<file path="src/rtl/fetch_queue.sv">
// fetch_queue: instruction prefetch buffer between fetch and decode.
//
// Captures {pc, instr} pairs from the fetch stage and hands them to decode
// in strict FIFO order under a valid/ready handshake. When every entry is
// occupied, f_stall holds the PC register so the same pair is re-presented.
// A branch/jump redirect (flush) discards everything queued plus the pair
// arriving in that cycle.
//
// Optional build macro: FETCHQ_BYPASS_EN
//   Defined   : an empty queue forwards f_pc/f_instr straight to decode, and
//               the pair is consumed without being stored when d_ready=1.
//   Undefined : no combinational f_* to d_* path; latency is one cycle.
//
// Ports:
//   clk      in   system clock, rising-edge
//   reset    in   asynchronous active-high reset
//   f_pc     in   [31:0] PC of the fetched instruction
//   f_instr  in   [31:0] instruction word read at f_pc
//   f_valid  in   fetch pair valid this cycle
//   f_stall  out  hold the PC register (queue full)
//   flush    in   redirect; drops queued and incoming entries
//   d_pc     out  [31:0] PC of the head entry (0 when empty)
//   d_instr  out  [31:0] instruction of the head entry (0 when empty)
//   d_valid  out  head entry present
//   d_ready  in   decode accepts the head entry this cycle
//   count    out  [PTR_W:0] occupancy, 0..DEPTH

module fetch_queue #(
  parameter int DEPTH = 4,
  parameter int PTR_W = 2
) (
  input  logic             clk,
  input  logic             reset,
  input  logic [31:0]      f_pc,
  input  logic [31:0]      f_instr,
  input  logic             f_valid,
  output logic             f_stall,
  input  logic             flush,
  output logic [31:0]      d_pc,
  output logic [31:0]      d_instr,
  output logic             d_valid,
  input  logic             d_ready,
  output logic [PTR_W:0]   count
);

  localparam logic [PTR_W:0] FULL_COUNT = (PTR_W + 1)'(DEPTH);

  logic [63:0]      mem [DEPTH];
  logic [PTR_W-1:0] wp;
  logic [PTR_W-1:0] rp;
  logic [63:0]      head;
  logic             full;
  logic             empty;
  logic             push;
  logic             pop;

  assign full    = (count == FULL_COUNT);
  assign empty   = (count == '0);
  // Derived from the registered count only, so decode's d_ready can never
  // reach the PC register combinationally.
  assign f_stall = full;
  assign head    = mem[rp];

  // A storage pop needs a real stored entry; a bypassed pair never counts.
  assign pop = !empty && d_ready && !flush;

`ifdef FETCHQ_BYPASS_EN
  logic bypass;
  logic bypass_take;

  assign bypass      = empty && f_valid && !flush;
  assign bypass_take = bypass && d_ready;
  // A pair consumed through the bypass is never written into storage.
  assign push        = f_valid && !full && !flush && !bypass_take;

  always_comb begin
    d_valid = 1'b0;
    d_pc    = '0;
    d_instr = '0;
    if (!empty) begin
      d_valid = 1'b1;
      d_pc    = head[63:32];
      d_instr = head[31:0];
    end else if (bypass) begin
      d_valid = 1'b1;
      d_pc    = f_pc;
      d_instr = f_instr;
    end
  end
`else
  // A full queue refuses the push even if a pop frees a slot this cycle.
  assign push = f_valid && !full && !flush;

  always_comb begin
    d_valid = 1'b0;
    d_pc    = '0;
    d_instr = '0;
    if (!empty) begin
      d_valid = 1'b1;
      d_pc    = head[63:32];
      d_instr = head[31:0];
    end
  end
`endif

  // Pointer, occupancy and storage update. Flush wins over push and pop and
  // leaves the stale entry contents in place; they are unreachable once the
  // count is zero.
  always_ff @(posedge clk or posedge reset) begin
    if (reset) begin
      wp    <= '0;
      rp    <= '0;
      count <= '0;
      for (int i = 0; i < DEPTH; i++) begin
        mem[i] <= '0;
      end
    end else if (flush) begin
      wp    <= '0;
      rp    <= '0;
      count <= '0;
    end else begin
      if (push) begin
        mem[wp] <= {f_pc, f_instr};
        wp      <= wp + 1'b1;
      end
      if (pop) begin
        rp <= rp + 1'b1;
      end
      case ({push, pop})
        2'b10:   count <= count + 1'b1;
        2'b01:   count <= count - 1'b1;
        default: count <= count;
      endcase
    end
  end

endmodule

</file>
<file path="config.mk">
export PLATFORM = sky130hd
export DESIGN_NAME = fetch_queue
export DESIGN_NICKNAME = d
export VERILOG_FILES = /design/src/rtl/fetch_queue.sv
export SDC_FILE = /design/constraint.sdc
export NUM_CORES = 1
export LEC_CHECK = 0
export ABC_AREA = 1
export BUFFER_PORTS_ARGS = -buffer_cell sky130_fd_sc_hd__buf_2
export CORE_UTILIZATION = 27
export DETAILED_ROUTE_END_ITERATION = 10
export MAX_ROUTING_LAYER = met4
export PLACE_DENSITY = 0.49
export SLEW_MARGIN = 15
export SYNTH_ARGS = -nofsm -noshare
export SYNTH_HDL_FRONTEND = slang
export SYNTH_SLANG_ARGS = --single-unit
</file>
<file path="constraint.sdc">
create_clock -name clk -period 11 [get_ports clk]
set_clock_uncertainty 0.2 [all_clocks]
set_input_delay 1.1 -clock clk [delete_from_list [all_inputs] [get_ports clk]]
set_output_delay 1.1 -clock clk [all_outputs]
set_load 0.01 [all_outputs]
</file>
# Yosys cells after proc, flatten, opt, wreduce, memory -nomap -nowiden
# Index checks and enable logic that the tools add are counted.
# Widths: inputs -> output; s select.
[op_classes] n_mux=15 bitwise_logic=3 eq_ne=3 n_addsub=4 n_reduce_logical=13 magnitude_cmp=3
[op_table] operator="$bwmux 256" count=1
[op_table] operator="$mux 64" count=3
[op_table] operator="$bmux 64 s2" count=1
[op_table] operator="$demux 64 s2" count=1
[op_table] operator="$mux 32" count=2
[op_table] operator="$mux 2" count=4
[op_table] operator="$ge 3x3->1 const B" count=2
[op_table] operator="$not 2->3" count=2
[op_table] operator="$pmux 3 s2" count=1
[op_table] operator="$logic_and 1x1->1" count=5
[op_table] operator="$add 2x1->2 const B" count=2
[op_table] operator="$reduce_bool 2->1" count=2
[op_table] operator="$add 3x1->3 const B" count=1
[op_table] operator="$eq 3x3->1 const B" count=1
[op_table] operator="$logic_not 1->1" count=3
[op_table] operator="$logic_not 3->1" count=1
[op_table] operator="$lt 3x1->1 const B" count=1
[op_table] operator="$mux 3" count=1
[op_table] operator="$reduce_bool 3->1" count=1
[op_table] operator="$sub 3x1->3 const B" count=1
[op_table] operator="$eq 2x1->1 const B" count=1
[op_table] operator="$eq 2x2->1 const B" count=1
[op_table] operator="$reduce_and 2->1" count=1
[op_table] operator="$mux 1" count=1
[op_table] operator="$not 1->1" count=1
[word_totals] in_bits=69 reg_bits=263

# Longest topological paths before layout
# Gate-level depths: netlist of the first run.
[logic_depth] ltp_word=7 mapped_depth=12 mapped_depth_nobuf=12

# Least setup slack after synthesis of the first run
# No wires, ideal clock.
[synth_path] path_type="flip-flop to output port" start="register rp[0]" end="output port d_instr[10]" path_stages_with_launch=8 arrival_time_ps=1328 path_slack_ps=8372 path_cell_list="dfrtp_1 buf_2 inv_2 buf_4 buf_6 clkbuf_1 o21ai_0 a21oi_1"
[synth_between] elab_chain_cells=5
[synth_rtl] item="start, declared" line_no="50" text="logic [PTR_W-1:0] rp;"
[synth_rtl] item="start signal, assigned" line_no="127" text="rp <= rp + 1'b1;"
[synth_rtl] item="$not 2->3 (not written as such)" line_no="62" text="assign head = mem[rp];"
[synth_rtl] item="$bmux 64 s2" line_no="62"
[synth_rtl] item="$mux 64 (not written as such) (2 in series)" line_no="62"
[synth_rtl] item="$mux 32" line_no="98" text="if (!empty) begin"
[synth_rtl] item="end, declared" line_no="40" text="output logic [31:0] d_instr,"
# Every way passes these cells. The select of a mux whose other input is x is not followed.

# Final worst setup path of the first run
[layout_path] start="register rp[0]" end="output port d_pc[9]"
[layout_between] elab_chain_cells=5
[layout_rtl] item="$not 2->3 (not written as such)" line_no="62"
[layout_rtl] item="$bmux 64 s2" line_no="62"
[layout_rtl] item="$mux 64 (not written as such) (2 in series)" line_no="62"
[layout_rtl] item="$mux 32" line_no="98"
[layout_rtl] item="end, declared" line_no="39" text="output logic [31:0] d_pc,"
# Every way passes these cells. The select of a mux whose other input is x is not followed.

==> reports/results.tsv, run 1 <==
stage	metric	value	unit
run_status	status	complete, no violations	
critical_path	CP max FO	100	
routing	Residual DRC	0	
critical_path	startpoint types	register	
routing	drt total wl	32800	microns
sta	RSZ-0062 raised after global routing	false	
grt	largest net degree at the start of global routing	147	
clock_network	Clock Pin Slew Worst Setup and Hold Paths	60	ps
critical_path	first element of the critical path	rp[0]$_DFFE_PP0P_	
placement	IO buf count	137	
finish	Layout area overhead	16.9	%
sta	Total Neg Setup Slack	0	ps
sta	fin crit period	4570	ps
hold_path	min-delay src	mem[60]$_DFFE_PP0P_	
pwr	cell area power density	292	nW/um^2
logic_synthesis	Post-synth ARST share	100	%
floorplanning	Starting Density	27.5	%
floorplanning	Core Rows	76	
logic_synthesis	Gate Count Post-Synth	1447	
clock_network	TritonCTS clock tree	built	
clock_network	total CTS buffers	31	
clock_network	post-CTS sizing	0	
sta	final period utilization	41.6	%
sta	Worst Tran Pin Value	1010	ps
finish	final non-filler cell total	2130	
floorplanning	Die X	212	microns
floorplanning	Core ar.	43200	sq um
critical_path	CP Capture Type	output pin	
logic_synthesis	Yosys warnings	0	
logic_synthesis	syn avg cell area	8.20	sq um
grt	grt total ovfl	0	
clock_network	root buf cell	clkbuf_16	
clock_network	H-Tree Depth	1	
floorplanning	Die Area	44800	sq um
pwr	leakage	6.68	nW
placement	DP Wirelength	18400	microns
job	max_cap viols	0	
logic_synthesis	Syn Std Cell Area	11900	sq um
logic_synthesis	Post-synth EDFFs	0	
clock_network	clk sink count	263	
grt	GR Util All Layers	15.5	%
clock_network	Clock Path Buffers	3	
sta	Hold Violations, Final	0	
placement	dpl cells	2074	
grt	first-pass GRT wire length	54000	microns
logic_synthesis	post-synth cell types	22	
clock_network	Worst-Skew Late Latency	570	ps
logic_synthesis	area fraction of the dominant cell type after synthesis	55.5	%
sta	Max Slew Vio Count	0	
sta	achievable frequency	219	MHz
routing	DRT antenna net count	0	
sta	Hold Slack	282	ps
placement	worst slack at placement	7000	ps
logic_synthesis	Synth area leader	dfrtp_1	
clock_network	Post-CTS Hold Buffers	0	
hold_path	worst hold path class	register to register	
grt	initial antenna violation count	1	
sta	min setup slack post-route	6430	ps
sta	# setup viols final	0	
critical_path	Required @ worst endpoint	9700	ps
floorplanning	Die Y	212	microns
logic_synthesis	synth top area cells	dfrtp_1 (55%), o21ai_1 (11%), nand2_1 (8.6%)	
critical_path	RR Startpoint	count[0]$_DFFE_PP0P_	
critical_path	Arr. time, crit path	3270	ps
finish	fraction of layout cells with a size suffix above 1	13.7	%
clock_network	postcts setup bufs	0	
logic_synthesis	sequential fraction of the synthesis area	55.5	%
grt	vias in the first global route	9844	
pwr	overall power	4.04	mW
routing	First DRT Iteration DRCs	668	
logic_synthesis	ys flop type	dfrtp_1	
routing	vias	9775	
placement	Final GP Congestion	0.722	
routing	First-pass DRT Iterations	5	
routing	vias per inst	4.59	
pwr	peak supply drop	0.155	mV
finish	nets	1596	
critical_path	Crit Path Category	register to output pin	
critical_path	flop2flop setup slack	8170	ps
logic_synthesis	Seq cells post-synth	263	
routing	drt wl/cell	15.4	microns
logic_synthesis	Mapped Nets	1521	
floorplanning	io pins	138	
sta	Worst slew margin	32.4	%
power breakdown:
group	internal [mW]	total, mW	leakage (nW)	switching, mW
sequential	1.39	1.62	3.37	0.239
clock	0.631	1.05	0.514	0.415
combinational	0.516	1.37	2.79	0.857
total	2.53	4.04	6.68	1.51
state kept, by name, summed over array words and instances, names as in the netlist:
name,flops
rp,2
wp,2
mem,256
count,3
worst max-delay path, cell delays in order (launching register included):
cell and delay, ps:
dfrtp_4 740, clkinv_2 380, buf_4 830, o21ai_0 230
a21oi_1 250, buf_2 170
synth_stat cells (2+ instances only):
library cell / instances
nand2_2: 6
o21ai_1: 258
ha_1: 4
inv_1: 74
o21ai_0: 131
a21oi_1: 67
nor2_1: 256
nand2_1: 273
clkbuf_1: 30
buf_4: 8
inv_2: 2
dfrtp_1: 263
nand3_1: 2
buf_1: 5
buf_2: 52
buf_6: 10
cells in the final DEF (no fill, tap or decap), types with 6 or more instances in the layout:
cell,count
o21ai_0,131
buf_4,9
clkbuf_16,31
dfrtp_1,261
o21ai_1,258
clkbuf_8,7
nand2_1,273
a21oi_1,67
inv_1,72
clkinv_2,8
buf_2,137
clkbuf_1,6
nor2_1,256
cell type report:
type | instances | area, sq um
clock buffer | 44 | 895
multi-input combinational | 1003 | 4450
clock inverter | 11 | 134
antenna | 1 | 2.50
tap | 585 | 732
fill | 4703 | 29300
timing repair buffer | 147 | 773
inverter | 76 | 294
sequential | 263 | 6590
final timing paths:
check / endpoint / cells past startpoint
setup / recovery: d_pc[9] / 5
hold / removal: mem[60]$_DFFE_PP0P_ / 2
setup reg to reg: mem[188]$_DFFE_PP0P_ / 8
hold reg to reg: mem[60]$_DFFE_PP0P_ / 2
max in group asynchronous: mem[19]$_DFFE_PP0P_ / 3
min in group asynchronous: mem[51]$_DFFE_PP0P_ / 2
through the flow:
step,utilization [%],area (sq um)
floorplan,-,11900
global placement,29.7,12800
detailed placement,29.7,12800
CTS,32.1,13900
global route,32.1,13900
finish,32.1,13900
logic make-up after synthesis:
group / share of synthesized area, %
and+or+nand+nor: 17.3
DFF: 55.5
buffers and inverters: 7.16
adders and majority gates: 0.591
xor gates and xnor gates: 0.0739
AOI/OAI and AO/OA: 19.3
routing by layer:
layer | routed length [microns] | GRT usage (%) | vias to the layer above
li1 | - | - | 4860
met1 | 15200 | 19.5 | 4702
met2 | 15600 | 26.2 | 174
met3 | 1450 | 2.28 | 39
met4 | 559 | 3.82 | 0
met5 | 0 | - | -
(Power assumes the default switching activity.)
==> inputs of run 2 (changes only) <==
- PLACE_DENSITY: 0.49 -> 0.51
- clock period: 11 -> 4 ns (I/O delays scaled with it)
==> run 2 against run 1 <==
Compared with the run above:
- sequential share of layout area is 2.7 points lower
- global-route usage rose by 0.48 points
- register-to-register slack worse by 6800 ps
- clock power increased to 2.7 times the previous value
- critical endpoint is now d_instr[10]
==> reports/results.tsv, run 2 (synthesis results as in run 1) <==
stage	metric	value	unit	change
run_status	status	complete, no violations		unchanged
finish	Multi-input gate area	4450	sq um	unchanged
routing	drt total wl	34100	microns	was 32800 microns
floorplanning	Starting Density	27.5	%	unchanged
sta	Worst Tran Pin Value	1040	ps	was 1010 ps
grt	first-pass GRT wire length	54800	microns	was 54000 microns
pwr	leakage	7.04	nW	was 6.68 nW
clock_network	root buf cell	clkbuf_16		unchanged
grt	initial antenna violation count	1		unchanged
critical_path	CP max FO	32		was 100
pwr	clock group share of total power	25.5	%	was 25.9%
clock_network	clk sink count	263		unchanged
pwr	combinational share of power	35.5	%	was 34.0%
critical_path	Arr. time, crit path	2780	ps	was 3270 ps
job	max_cap viols	0		unchanged
grt	GR Util All Layers	16.0	%	was 15.5%
sta	Hold Slack	79.2	ps	was 282 ps
placement	DP Wirelength	19400	microns	was 18400 microns
sta	Max Slew Vio Count	0		unchanged
clock_network	total CTS buffers	31		unchanged
critical_path	Required @ worst endpoint	3400	ps	was 9700 ps
sta	# setup viols final	0		unchanged
hold_path	worst hold path class	input pin to register		was register to register
sta	final period utilization	84.5	%	
routing	First DRT Iteration DRCs	690		was 668
grt	vias in the first global route	9602		was 9844
finish	Util after Layout	34.1	%	was 32.1%
finish	Largest register FFs	256		unchanged
finish	FF+latch area	6590	sq um	unchanged
placement	IO buf count	137		unchanged
floorplanning	Core ar.	43200	sq um	unchanged
floorplanning	Die Y	212	microns	unchanged
sta	Hold Violations, Final	0		unchanged
placement	worst slack at placement	1200	ps	was 7000 ps
clock_network	post-CTS sizing	0		unchanged
floorplanning	io pins	138		unchanged
clock_network	Post-CTS Hold Buffers	66		was 0
pwr	peak supply drop	0.336	mV	was 0.155 mV
floorplanning	Die Area	44800	sq um	unchanged
critical_path	startpoint types	register		unchanged
pwr	part of the power in registers	39.0	%	was 40.2%
clock_network	Clock Pin Slew Worst Setup and Hold Paths	60	ps	about the same
critical_path	Crit Path Category	register to output pin		unchanged
pwr	Switching Share	37.3	%	was 37.4%
finish	nets	1672		was 1596
clock_network	TritonCTS clock tree	built		unchanged
routing	vias per inst	4.50		was 4.59
routing	vias	9940		was 9775
finish	largest registers	mem x256, count x3		unchanged
sta	fin crit period	3380	ps	
placement	Final GP Congestion	0.759		was 0.722
routing	drt wl/cell	15.4	microns	about the same
finish	Fill cells	4617		was 4703
sta	RSZ-0062 raised after global routing	false		unchanged
finish	Layout area overhead	24.0	%	was 16.9%
critical_path	CP Capture Type	output pin		unchanged
finish	fraction of layout cells with a size suffix above 1	13.7	%	about the same
finish	Top reg by flops	mem		unchanged
sta	Worst slew margin	30.4	%	was 32.4%
sta	Total Neg Setup Slack	0	ps	unchanged
pwr	cell area power density	768	nW/um^2	was 292 nW/um^2
floorplanning	Core Rows	76		unchanged
sta	achievable frequency	296	MHz	
pwr	Switch Pwr	4.21	mW	was 1.51 mW
sta	min setup slack post-route	621	ps	was 6430 ps
clock_network	H-Tree Depth	1		unchanged
grt	largest net degree at the start of global routing	85		was 147
floorplanning	Die X	212	microns	unchanged
routing	Residual DRC	0		unchanged
routing	First-pass DRT Iterations	5		unchanged
grt	grt total ovfl	0		unchanged
pwr	Int Power	7.08	mW	was 2.53 mW
clock_network	Worst-Skew Late Latency	570	ps	about the same
finish	most frequent cells in the layout	nand2_1 (273), dfrtp_1 (261), o21ai_1 (258), nor2_1 (256), buf_2 (137)		unchanged
finish	most common cell after layout, fill and taps aside	nand2_1		unchanged
routing	DRT antenna net count	0		unchanged
clock_network	Clock Path Buffers	3		unchanged
clock_network	postcts setup bufs	0		unchanged
-- run 2: final cells by class --
cell class | instances | share of cell area, %
clock inverters | 11 | 0.927
well taps | 585 | 4.98
clock buffers | 46 | 6.20
diodes | 1 | 0.0170
inverters | 76 | 1.97
repair buffers | 223 | 10.9
multi-input cells | 1003 | 30.3
flip-flops and latches | 263 | 44.8
-- run 2: per-layer routing --
metal	vias up	GRT usage (%)	share of wire, %
li1	5016	-	-
met1	4699	22.2	49
met2	193	24.4	44
met3	32	2.55	4.5
met4	0	3.82	1.8
met5	-	-	0
-- run 2: through the flow --
step | cell area [sq um] | std cells | power, mW
floorplan | 11900 | 1447 | 7.04
global placement | 13000 | 2084 | 8.37
detailed placement | 13000 | 2084 | 8.44
CTS | 14700 | 2207 | 11.5
global route | 14700 | 2208 | 12.2
finish | 14700 | 2208 | 11.3
-- run 2: path summary, 6_finish.rpt --
path | start | endpoint | slack [ps] | cells past startpoint
worst max register to register | count[0]$_DFFE_PP0P_ | mem[78]$_DFFE_PP0P_ | 1420 | 8
max in group asynchronous | reset | mem[99]$_DFFE_PP0P_ | 2270 | 4
worst max-delay path | count[0]$_DFFE_PP0P_ | d_instr[10] | 620 | 6
worst min-delay path | d_ready | rp[1]$_DFFE_PP0P_ | 80 | 4
worst min register to register | mem[6]$_DFFE_PP0P_ | mem[6]$_DFFE_PP0P_ | 280 | 2
min in group asynchronous | reset | mem[130]$_DFFE_PP0P_ | 370 | 3
-- run 2: power groups by stage --
stage	logic, mW	clock network (mW)	registers (mW)
CTS	4.08	3.00	4.40
detailed placement	4.01	0	4.43
global placement	3.97	0	4.41
finish	4.01	2.88	4.40
floorplan	2.75	0	4.29
global route	4.59	3.10	4.56
-- run 2: worst max-delay path, cell delays in order, from the launching register on --
cell and delay (ps):
dfrtp_1 440, nor2_2 230, nand2_1 150, inv_2 460, buf_4 520, a21oi_1 160, buf_2 180
==> inputs of run 3 (changes only) <==
- clock period: 4 -> 2.73 ns (I/O delays scaled with it)
==> run 3 against run 2 <==
Compared with the run above:
- via count rose by 0.93%
- sequential cell count is the same
- combinational power increased by 49%
- register-to-register slack got worse by 800 ps
- sequential power is 46% higher
- largest cell class unchanged
- critical path type unchanged
- global-route usage shrank 0.46 points
- total power grew 47%
==> reports/results.tsv, run 3 (synthesis results as in run 1) <==
stage	metric	value	unit	change
placement	IO buf count	137		unchanged
critical_path	Arr. time, crit path	2120	ps	was 2780 ps
floorplanning	Core ar.	43200	sq um	unchanged
sta	Max Slew Vio Count	0		unchanged
pwr	leakage	7.13	nW	was 7.04 nW
floorplanning	Starting Density	27.5	%	unchanged
clock_network	H-Tree Depth	1		unchanged
finish	Top reg by flops	mem		unchanged
sta	Worst slew margin	68.8	%	was 30.4%
pwr	cell area power density	1120	nW/um^2	was 768 nW/um^2
routing	First DRT Iteration DRCs	618		was 690
finish	Largest register FFs	256		unchanged
job	max_cap viols	0		unchanged
clock_network	Worst-Skew Late Latency	570	ps	about the same
critical_path	startpoint types	register		unchanged
routing	drt wl/cell	15.1	microns	was 15.4 microns
sta	final period utilization	95.1	%	
sta	Hold Violations, Final	0		unchanged
grt	grt total ovfl	0		unchanged
routing	Residual DRC	0		unchanged
pwr	peak supply drop	0.464	mV	was 0.336 mV
routing	drt total wl	33400	microns	was 34100 microns
clock_network	total CTS buffers	31		unchanged
critical_path	first element of the critical path	rp[0]$_DFFE_PP0P_		was count[0]$_DFFE_PP0P_
routing	vias per inst	4.53		was 4.50
grt	GR Util All Layers	15.6	%	was 16.0%
critical_path	CP Capture Type	output pin		unchanged
clock_network	postcts setup bufs	0		unchanged
hold_path	worst hold path class	input pin to asynchronous set/reset pin		was input pin to register
clock_network	clk sink count	263		unchanged
routing	vias	10000		was 9940
grt	largest net degree at the start of global routing	85		unchanged
critical_path	CP max FO	84		was 32
sta	Hold Slack	85.0	ps	was 79.2 ps
sta	fin crit period	2600	ps	
grt	first-pass GRT wire length	53400	microns	was 54800 microns
finish	fraction of layout cells with a size suffix above 1	14.1	%	was 13.7%
placement	Final GP Congestion	0.804		was 0.759
finish	largest registers	mem x256, count x3		unchanged
floorplanning	Die Area	44800	sq um	unchanged
floorplanning	io pins	138		unchanged
routing	DRT antenna net count	0		unchanged
sta	# setup viols final	0		unchanged
finish	most frequent cells in the layout	nand2_1 (273), dfrtp_1 (261), o21ai_1 (258), nor2_1 (256), buf_2 (137)		unchanged
finish	Layout area overhead	25.8	%	was 24.0%
critical_path	Required @ worst endpoint	2260	ps	was 3400 ps
sta	Worst Tran Pin Value	468	ps	was 1040 ps
grt	vias in the first global route	9656		was 9602
clock_network	Clock Path Buffers	3		unchanged
critical_path	flop2flop setup slack	620	ps	was 1420 ps
routing	First-pass DRT Iterations	5		unchanged
clock_network	Clock Pin Slew Worst Setup and Hold Paths	60	ps	about the same
run_status	status	complete, no violations		unchanged
floorplanning	Core Rows	76		unchanged
clock_network	root buf cell	clkbuf_16		unchanged
finish	nets	1683		was 1672
critical_path	RR Startpoint	count[0]$_DFFE_PP0P_		unchanged
floorplanning	Die X	212	microns	unchanged
finish	most common cell after layout, fill and taps aside	nand2_1		unchanged
sta	achievable frequency	385	MHz	
grt	initial antenna violation count	0		was 1
floorplanning	Die Y	212	microns	unchanged
clock_network	TritonCTS clock tree	built		unchanged
sta	RSZ-0062 raised after global routing	false		unchanged
critical_path	Crit Path Category	register to output pin		unchanged
finish	Util after Layout	34.6	%	was 34.1%
placement	DP Wirelength	19200	microns	was 19400 microns
run 3: cell types whose count changed in the layout (fill, tap and decap cells not counted):
cell           before  now
dlygate4sd3_1      66   69
buf_4              12    9
buf_16              0    2
buf_12              8   15
clkinvlp_4          2    3
clkinv_2            7    6
buf_6               0    2
clkbuf_1            7    5
run 3: final timing paths:
| check | endpoint | cells after the start |
|---|---|---|
| max | d_instr[25] | 5 |
| min | count[0]$_DFFE_PP0P_ | 3 |
| max reg2reg | count[2]$_DFFE_PP0P_ | 11 |
| min reg2reg | mem[162]$_DFFE_PP0P_ | 2 |
| max in group asynchronous | rp[1]$_DFFE_PP0P_ | 4 |
| min in group clk | mem[162]$_DFFE_PP0P_ | 2 |
run 3: cell type report:
type / count / area [sq um]
Clock inverter: 11 / 139
Multi-Input combinational cell: 1003 / 4450
Tap cell: 585 / 732
Timing Repair Buffer: 234 / 1820
Fill cell: 4618 / 28200
Inverter: 76 / 290
Antenna cell: 1 / 2.50
Clock buffer: 44 / 905
Sequential cell: 263 / 6590
run 3: per-layer routing:
layer  up-vias  routed length (microns)  track usage (%)
met3        49                     1500             2.46
met4         0                      665             4.22
met1      4748                    16300             21.3
met5         -                        0                -
met2       213                    14900             23.8
li1       5022                        -                -
run 3: through the flow:
stage	total power [mW]	setup WS (ps)	cell area [sq um]	TNS, ps	cells
2_1_floorplan	10.3	-1210	11900	-318900	1447
3_3_place_gp	12.3	597	13200	0	2092
3_5_place_dp	12.5	601	13200	0	2092
4_1_cts	16.9	59.5	14900	0	2216
5_1_grt	18.0	0.702	14900	0	2216
6_report	16.7	135	14900	0	2217
run 3: critical path, stage by stage, from the launching register on:
cell	delay [ps]
dfrtp_4	520
clkinv_2	110
buf_16	300
o21ai_0	130
a21oi_1	260
buf_2	190
run 3: timing repair:
action,in CTS,in global routing
endpoints found under the setup margin,0,11
resized for setup,0,4
hold endpoints to repair,502,0
hold buffers,69,0
run 3: power breakdown:
part	internal, mW	total [mW]	switching [mW]
combinational	2.35	5.99	3.65
sequential	5.58	6.43	0.852
clock	2.57	4.23	1.66
